===== src/rtl/program_ram_loader_pkg.sv =====
// Shared loader definitions: FSM encodings, default frame sync byte and the
// 28-bit instruction field layout used when assembling RAM words.
package program_ram_loader_pkg;

  typedef enum logic [2:0] {
    ST_IDLE,
    ST_CNT_HI,
    ST_CNT_LO,
    ST_DATA,
    ST_WRITE,
    ST_CHECK,
    ST_DONE,
    ST_ERROR
  } loader_state_e;

  localparam logic [7:0] SYNC_DEFAULT = 8'hA5;

  localparam int unsigned INSN_W     = 28;
  localparam int unsigned OPCODE_LSB = 24;
  localparam int unsigned DEST_LSB   = 16;
  localparam int unsigned SRC1_LSB   = 8;
  localparam int unsigned SRC0_LSB   = 0;

  function automatic logic [INSN_W-1:0] pack_insn(input logic [3:0] opcode,
                                                  input logic [7:0] dest,
                                                  input logic [7:0] src1,
                                                  input logic [7:0] src0);
    logic [INSN_W-1:0] w;
    w = '0;
    w[OPCODE_LSB +: 4] = opcode;
    w[DEST_LSB +: 8]   = dest;
    w[SRC1_LSB +: 8]   = src1;
    w[SRC0_LSB +: 8]   = src0;
    return w;
  endfunction

endpackage


===== src/rtl/program_ram_loader.sv =====
// Framed byte-stream loader: assembles big-endian 4-byte words into 28-bit
// instructions, writes them sequentially and releases CPU reset on a good checksum.
module program_ram_loader
  import program_ram_loader_pkg::*;
#(
  parameter int unsigned DEPTH = 256,
  parameter logic [7:0]  SYNC  = SYNC_DEFAULT
) (
  input  logic              Clock,
  input  logic              Reset,
  input  logic [7:0]        iByte,
  input  logic              iByteValid,
  output logic              oByteReady,
  output logic              oWriteEnable,
  output logic [15:0]       oWriteAddress,
  output logic [INSN_W-1:0] oWriteData,
  output logic              oCpuReset,
  output logic              oDone,
  output logic              oError
);

  localparam logic [16:0] DEPTH_W = 17'(DEPTH);

  loader_state_e     state_q, state_d;
  logic [7:0]        cnt_hi_q, cnt_hi_d;
  logic [15:0]       last_q, last_d;
  logic [1:0]        byte_idx_q, byte_idx_d;
  logic [3:0]        opc_q, opc_d;
  logic [7:0]        dest_q, dest_d;
  logic [7:0]        src1_q, src1_d;
  logic [7:0]        csum_q, csum_d;
  logic [15:0]       addr_q, addr_d;
  logic              we_q, we_d;
  logic [INSN_W-1:0] wdata_q, wdata_d;
  logic              ready_q, ready_d;
  logic              cpu_rst_q, cpu_rst_d;
  logic              done_q, done_d;
  logic              err_q, err_d;

  logic              xfer;
  logic [15:0]       count;

  always_comb begin
    state_d    = state_q;
    cnt_hi_d   = cnt_hi_q;
    last_d     = last_q;
    byte_idx_d = byte_idx_q;
    opc_d      = opc_q;
    dest_d     = dest_q;
    src1_d     = src1_q;
    csum_d     = csum_q;
    addr_d     = addr_q;
    we_d       = 1'b0;
    wdata_d    = wdata_q;
    ready_d    = 1'b1;
    cpu_rst_d  = cpu_rst_q;
    done_d     = done_q;
    err_d      = err_q;
    xfer       = iByteValid && ready_q;
    count      = {cnt_hi_q, iByte};

    unique case (state_q)
      ST_IDLE, ST_DONE, ST_ERROR: begin
        if (xfer && iByte == SYNC) begin
          state_d   = ST_CNT_HI;
          done_d    = 1'b0;
          err_d     = 1'b0;
          cpu_rst_d = 1'b1;
          addr_d    = '0;
          csum_d    = '0;
        end
      end
      ST_CNT_HI: begin
        if (xfer) begin
          cnt_hi_d = iByte;
          csum_d   = csum_q ^ iByte;
          state_d  = ST_CNT_LO;
        end
      end
      ST_CNT_LO: begin
        if (xfer) begin
          csum_d = csum_q ^ iByte;
          if (count == '0 || {1'b0, count} > DEPTH_W) begin
            state_d = ST_ERROR;
            err_d   = 1'b1;
          end else begin
            last_d     = count - 16'd1;
            byte_idx_d = '0;
            state_d    = ST_DATA;
          end
        end
      end
      ST_DATA: begin
        if (xfer) begin
          csum_d = csum_q ^ iByte;
          unique case (byte_idx_q)
            2'd0: begin
              if (iByte[7:4] != 4'h0) begin
                state_d = ST_ERROR;
                err_d   = 1'b1;
              end else begin
                opc_d      = iByte[3:0];
                byte_idx_d = 2'd1;
              end
            end
            2'd1: begin
              dest_d     = iByte;
              byte_idx_d = 2'd2;
            end
            2'd2: begin
              src1_d     = iByte;
              byte_idx_d = 2'd3;
            end
            2'd3: begin
              // Strobe and the stall of oByteReady are both registered here so
              // they coincide with the single WRITE cycle.
              wdata_d    = pack_insn(opc_q, dest_q, src1_q, iByte);
              we_d       = 1'b1;
              ready_d    = 1'b0;
              byte_idx_d = 2'd0;
              state_d    = ST_WRITE;
            end
          endcase
        end
      end
      ST_WRITE: begin
        // The last word leaves the address in place so it stays within DEPTH-1.
        if (addr_q == last_q) begin
          state_d = ST_CHECK;
        end else begin
          addr_d  = addr_q + 16'd1;
          state_d = ST_DATA;
        end
      end
      ST_CHECK: begin
        if (xfer) begin
          if (iByte == csum_q) begin
            state_d   = ST_DONE;
            done_d    = 1'b1;
            cpu_rst_d = 1'b0;
          end else begin
            state_d = ST_ERROR;
            err_d   = 1'b1;
          end
        end
      end
      default: state_d = ST_IDLE;
    endcase
  end

  always_ff @(posedge Clock) begin
    if (Reset) begin
      state_q    <= ST_IDLE;
      cnt_hi_q   <= '0;
      last_q     <= '0;
      byte_idx_q <= '0;
      opc_q      <= '0;
      dest_q     <= '0;
      src1_q     <= '0;
      csum_q     <= '0;
      addr_q     <= '0;
      we_q       <= 1'b0;
      wdata_q    <= '0;
      ready_q    <= 1'b1;
      cpu_rst_q  <= 1'b1;
      done_q     <= 1'b0;
      err_q      <= 1'b0;
    end else begin
      state_q    <= state_d;
      cnt_hi_q   <= cnt_hi_d;
      last_q     <= last_d;
      byte_idx_q <= byte_idx_d;
      opc_q      <= opc_d;
      dest_q     <= dest_d;
      src1_q     <= src1_d;
      csum_q     <= csum_d;
      addr_q     <= addr_d;
      we_q       <= we_d;
      wdata_q    <= wdata_d;
      ready_q    <= ready_d;
      cpu_rst_q  <= cpu_rst_d;
      done_q     <= done_d;
      err_q      <= err_d;
    end
  end

  assign oByteReady    = ready_q;
  assign oWriteEnable  = we_q;
  assign oWriteAddress = addr_q;
  assign oWriteData    = wdata_q;
  assign oCpuReset     = cpu_rst_q;
  assign oDone         = done_q;
  assign oError        = err_q;

endmodule


===== config.mk =====
export PLATFORM = sky130hd
export DESIGN_NAME = program_ram_loader
export DESIGN_NICKNAME = d
export VERILOG_FILES = /design/src/rtl/program_ram_loader_pkg.sv /design/src/rtl/program_ram_loader.sv
export SDC_FILE = /design/constraint.sdc
export NUM_CORES = 1
export LEC_CHECK = 0
export CAP_MARGIN = 40
export CORE_ASPECT_RATIO = 0.6
export CORE_MARGIN = 4
export CORE_UTILIZATION = 56
export DETAILED_ROUTE_END_ITERATION = 7
export GPL_ROUTABILITY_DRIVEN = 0
export PLACE_DENSITY = 0.86
export SYNTH_ARGS = -nofsm -noshare
export SYNTH_HDL_FRONTEND = slang
export SYNTH_SLANG_ARGS = --single-unit

===== constraint.sdc =====
create_clock -name Clock -period 3.1 [get_ports Clock]
set_clock_uncertainty 0.1 [all_clocks]
set_input_delay 0.62 -clock Clock [delete_from_list [all_inputs] [get_ports Clock]]
set_output_delay 0.62 -clock Clock [all_outputs]
set_load 0.005 [all_outputs]

==> impl_metrics.csv <==
group,metric,value,unit
grt,grt_max_degree,43,
critical_path,crit_type,"in2reg",
clock_tree,ctsHoldBuffers,0,
clock_tree,cts_resized,0,
timing,rsz0062_at_grt,"false",
critical_path,cp.depth,7,
critical_path,endpoint_kind,"register",
placed_design,place_area,5670,um^2
timing,post-route-min-period,2.86,ns
clock_tree,htreeDepth,3,
synth,synth_top_area_share,43.0,%
clock_tree,post_cts_buffers,0,
critical_path,worstPathArrival,3.04,ns
finish,fillers,636,
synth,synth-main-ff-cell,"dfxtp_1",
finish,nets,666,
finish,fin_cells,763,
route,drtAntennaViolNets,0,
placed_design,port_buffers,59,
timing,finalHoldViolCount,0,
power,cellLeakagePower,0.00222,uW
die,core_area,8560,um^2
synth,yosysWarnings,0,
critical_path,crit_path_max_incr_delay,0.57,ns
clock_tree,numCtsBuffers,9,
power,ir_worst_vdd,0.000506,V
critical_path,reg2reg_setup_slack,0.41,ns
timing,fin_crit_sh,92.3,%
grt,grt_antenna_before_repair,0,
route,firstDrtPassIters,5,
timing,setup_viol,0,
finish,layout-drive-gt1-share,9.68,%
grt,grt_usage,26.4,%
critical_path,reg2regPathDepth,7,
synth,yosys-top-cells-area,"dfxtp_1 (43%), a21oi_1 (7.7%), nand2_1 (6.9%), nor2_1 (3.2%), xor2_1 (3.2%)",
critical_path,worstPathRequired,3.28,ns
route,vias,4615,
finish,post-route-util,70.4,%
grt,grt_pass1_wl,21.7,mm
route,remaining_drc_errors,0,
synth,yosys.area.top_type,"dfxtp_1",
route,wirelength,13.5,mm
run,cap_viol_max_count,0,
placed_design,placed_cells,747,
placed_design,hpwlAfterDp,9.48,mm
critical_path,worst_setup_path_start_kind,"input port",
grt,gr-total-overflow,0,
timing,maxSlewViolCount,0,
synth,syn_inst,592,
finish,diodes,0,
critical_path,crit_fanout,26,
finish,post-route-cell-area,6030,um^2
clock_tree,clock_latency,0.35,ns
route,routed_via_density,6.05,
clock_tree,cts_tree,"done",
synth,async_flop_share,0,%
route,wl_per_cell,17.7,um
critical_path,critPathBufInv,1,
die,die_h,80.7,um
timing,tns,0,ns
critical_path,worstPathCellList,"clkdlybuf4s50_1 -> nor4b_1 -> nand4_1 -> nor3_2 -> a21oi_2 -> or3_1 -> a21oi_1",
route,drtIter0Drc,419,
min_path,hold_depth,2,
synth,synth_edf_count,0,
clock_tree,clk_pin_slew,0.07,ns
outcome,status,"completed",
clock_tree,clock-sinks,106,
min_path,hp-class,"reg2reg",
die,die-area,10400,um^2
critical_path,path_delay_family,"simple AND/OR/NAND/NOR gates",
critical_path,slowest_stage,"nor4b_1",
synth,syn_area_per_cell,8.34,um^2
finish,area_growth,22.0,%
clock_tree,cts_root_buf,"clkbuf_16",
grt,grt_pass1_vias,4434,
clock_tree,clockBufferDepth,2,
timing,worst_pin_slew,0.950,ns
die,initial_core_util,57.7,%
die,die_w,129,um
synth,synth_seq_cells,106,
synth,syn-cell-area,4940,um^2
die,io_pins,60,
power,p_per_area,475,nW/um^2
synth,syn_nets,612,
die,num_rows,26,
timing,max_clock_freq,0.349,GHz
timing,relSlewSlack,36.6,%
synth,yosysUniqueCellTypes,57,
synth,ys_seq_area_share,43.0,%
[layer usage]
metal	wire length [um]	part of all wire, %	GRT usage [%]
met5	0	0	0
met4	243	1.8	9.54
met3	1340	9.9	7.36
met2	6080	45	40.3
met1	5840	43	36.0
[worst reg2reg max path: stages, from the launching register on]
cell and delay [ns]:
dfxtp_1 0.50, xor2_1 0.13, nor4_2 0.41, a41oi_2 0.26, a21oi_2 0.78, buf_4 0.24, o21ai_1 0.06, a21oi_1 0.14
[cells by family after synthesis]
family / synth area share [%]
buf+inv: 4.94
flops: 43.0
mux: 2.63
fa+ha+maj: 2.28
compound gates: 17.4
xor+xnor: 5.68
simple gates: 24.1
[path summary, 6_finish.rpt]
check              startpoint                end
max                  iByte[5]  oWriteAddress[12]
min             oWriteData[0]      oWriteData[0]
max reg2reg  oWriteAddress[8]  oWriteAddress[11]
min reg2reg     oWriteData[0]      oWriteData[0]
[flip-flops by register name (all words and copies together) (netlist names)]
name / cells
dest_q: 8
oWriteAddress: 16
oWriteEnable: 1
oDone: 1
state_q: 3
opc_q: 4
oWriteData: 28
cnt_hi_q: 8
csum_q: 8
oError: 1
src1_q: 8
oCpuReset: 1
oByteReady: 1
byte_idx_q: 2
last_q: 16
[synthesized netlist by cell type, types with 7 or more instances]
master,number
dfxtp_1,106
nand2_1,91
a21oi_1,76
nor2_1,42
nand3_1,28
clkbuf_1,23
xor2_1,18
o21ai_0,17
buf_2,15
or3_1,15
xnor2_1,14
mux2i_1,13
inv_1,10
ha_1,9
nand3b_1,8
o21ai_1,8
o21a_1,7
[placed cells by master, fill, tap and decap left out, drive strengths merged, types with 2 or more instances in the layout]
cell type / synthesis / layout
nand2: 91 / 91
a211o: 2 / 2
or3: 15 / 15
bufinv: 0 / 3
a211oi: 9 / 9
nor4: 11 / 11
xor2: 18 / 18
o31ai: 4 / 4
ha: 9 / 9
xnor2: 14 / 14
or4: 3 / 3
and3: 6 / 6
a41oi: 2 / 2
mux2i: 13 / 13
dfxtp: 106 / 106
buf: 20 / 28
or2: 3 / 3
a22oi: 2 / 2
nand3: 28 / 28
o41ai: 4 / 4
inv: 10 / 10
nand3b: 8 / 8
nand2b: 5 / 5
nor3: 6 / 6
a21oi: 79 / 79
clkinv: 0 / 2
o21a: 7 / 7
and2: 6 / 6
nand4: 5 / 5
clkbuf: 23 / 11
o21ai: 25 / 25
clkdlybuf4s50: 0 / 58
nor2: 43 / 43
[per-stage QoR]
stage	setup slack, ns	hold slack, ns	power, uW
2_1_floorplan	0.731	0.332	1510
3_3_place_gp	0.167	0.343	1560
3_5_place_dp	0.0547	0.347	1570
4_1_cts	0.408	0.356	2870
5_1_grt	0.170	0.366	2940
6_report	0.238	0.357	2860
[layout make-up]
type	instances	area (um^2)	area share (%)
Clock buffer	11	253	4.19
Clock inverter	5	100	1.66
Inverter	10	37.5	0.623
Multi-Input combinational cell	433	2570	42.7
Sequential cell	106	2120	35.2
Tap cell	112	140	2.33
Timing Repair Buffer	86	801	13.3
[report_power, final]
part,total [uW],internal [uW],leakage (uW),switching (uW)
Clock,1320,830,0.000176,486
Sequential,1380,1370,0.000854,11.7
Combinational,166,61.6,0.00119,105
Power figures use the tool's default switching activity.
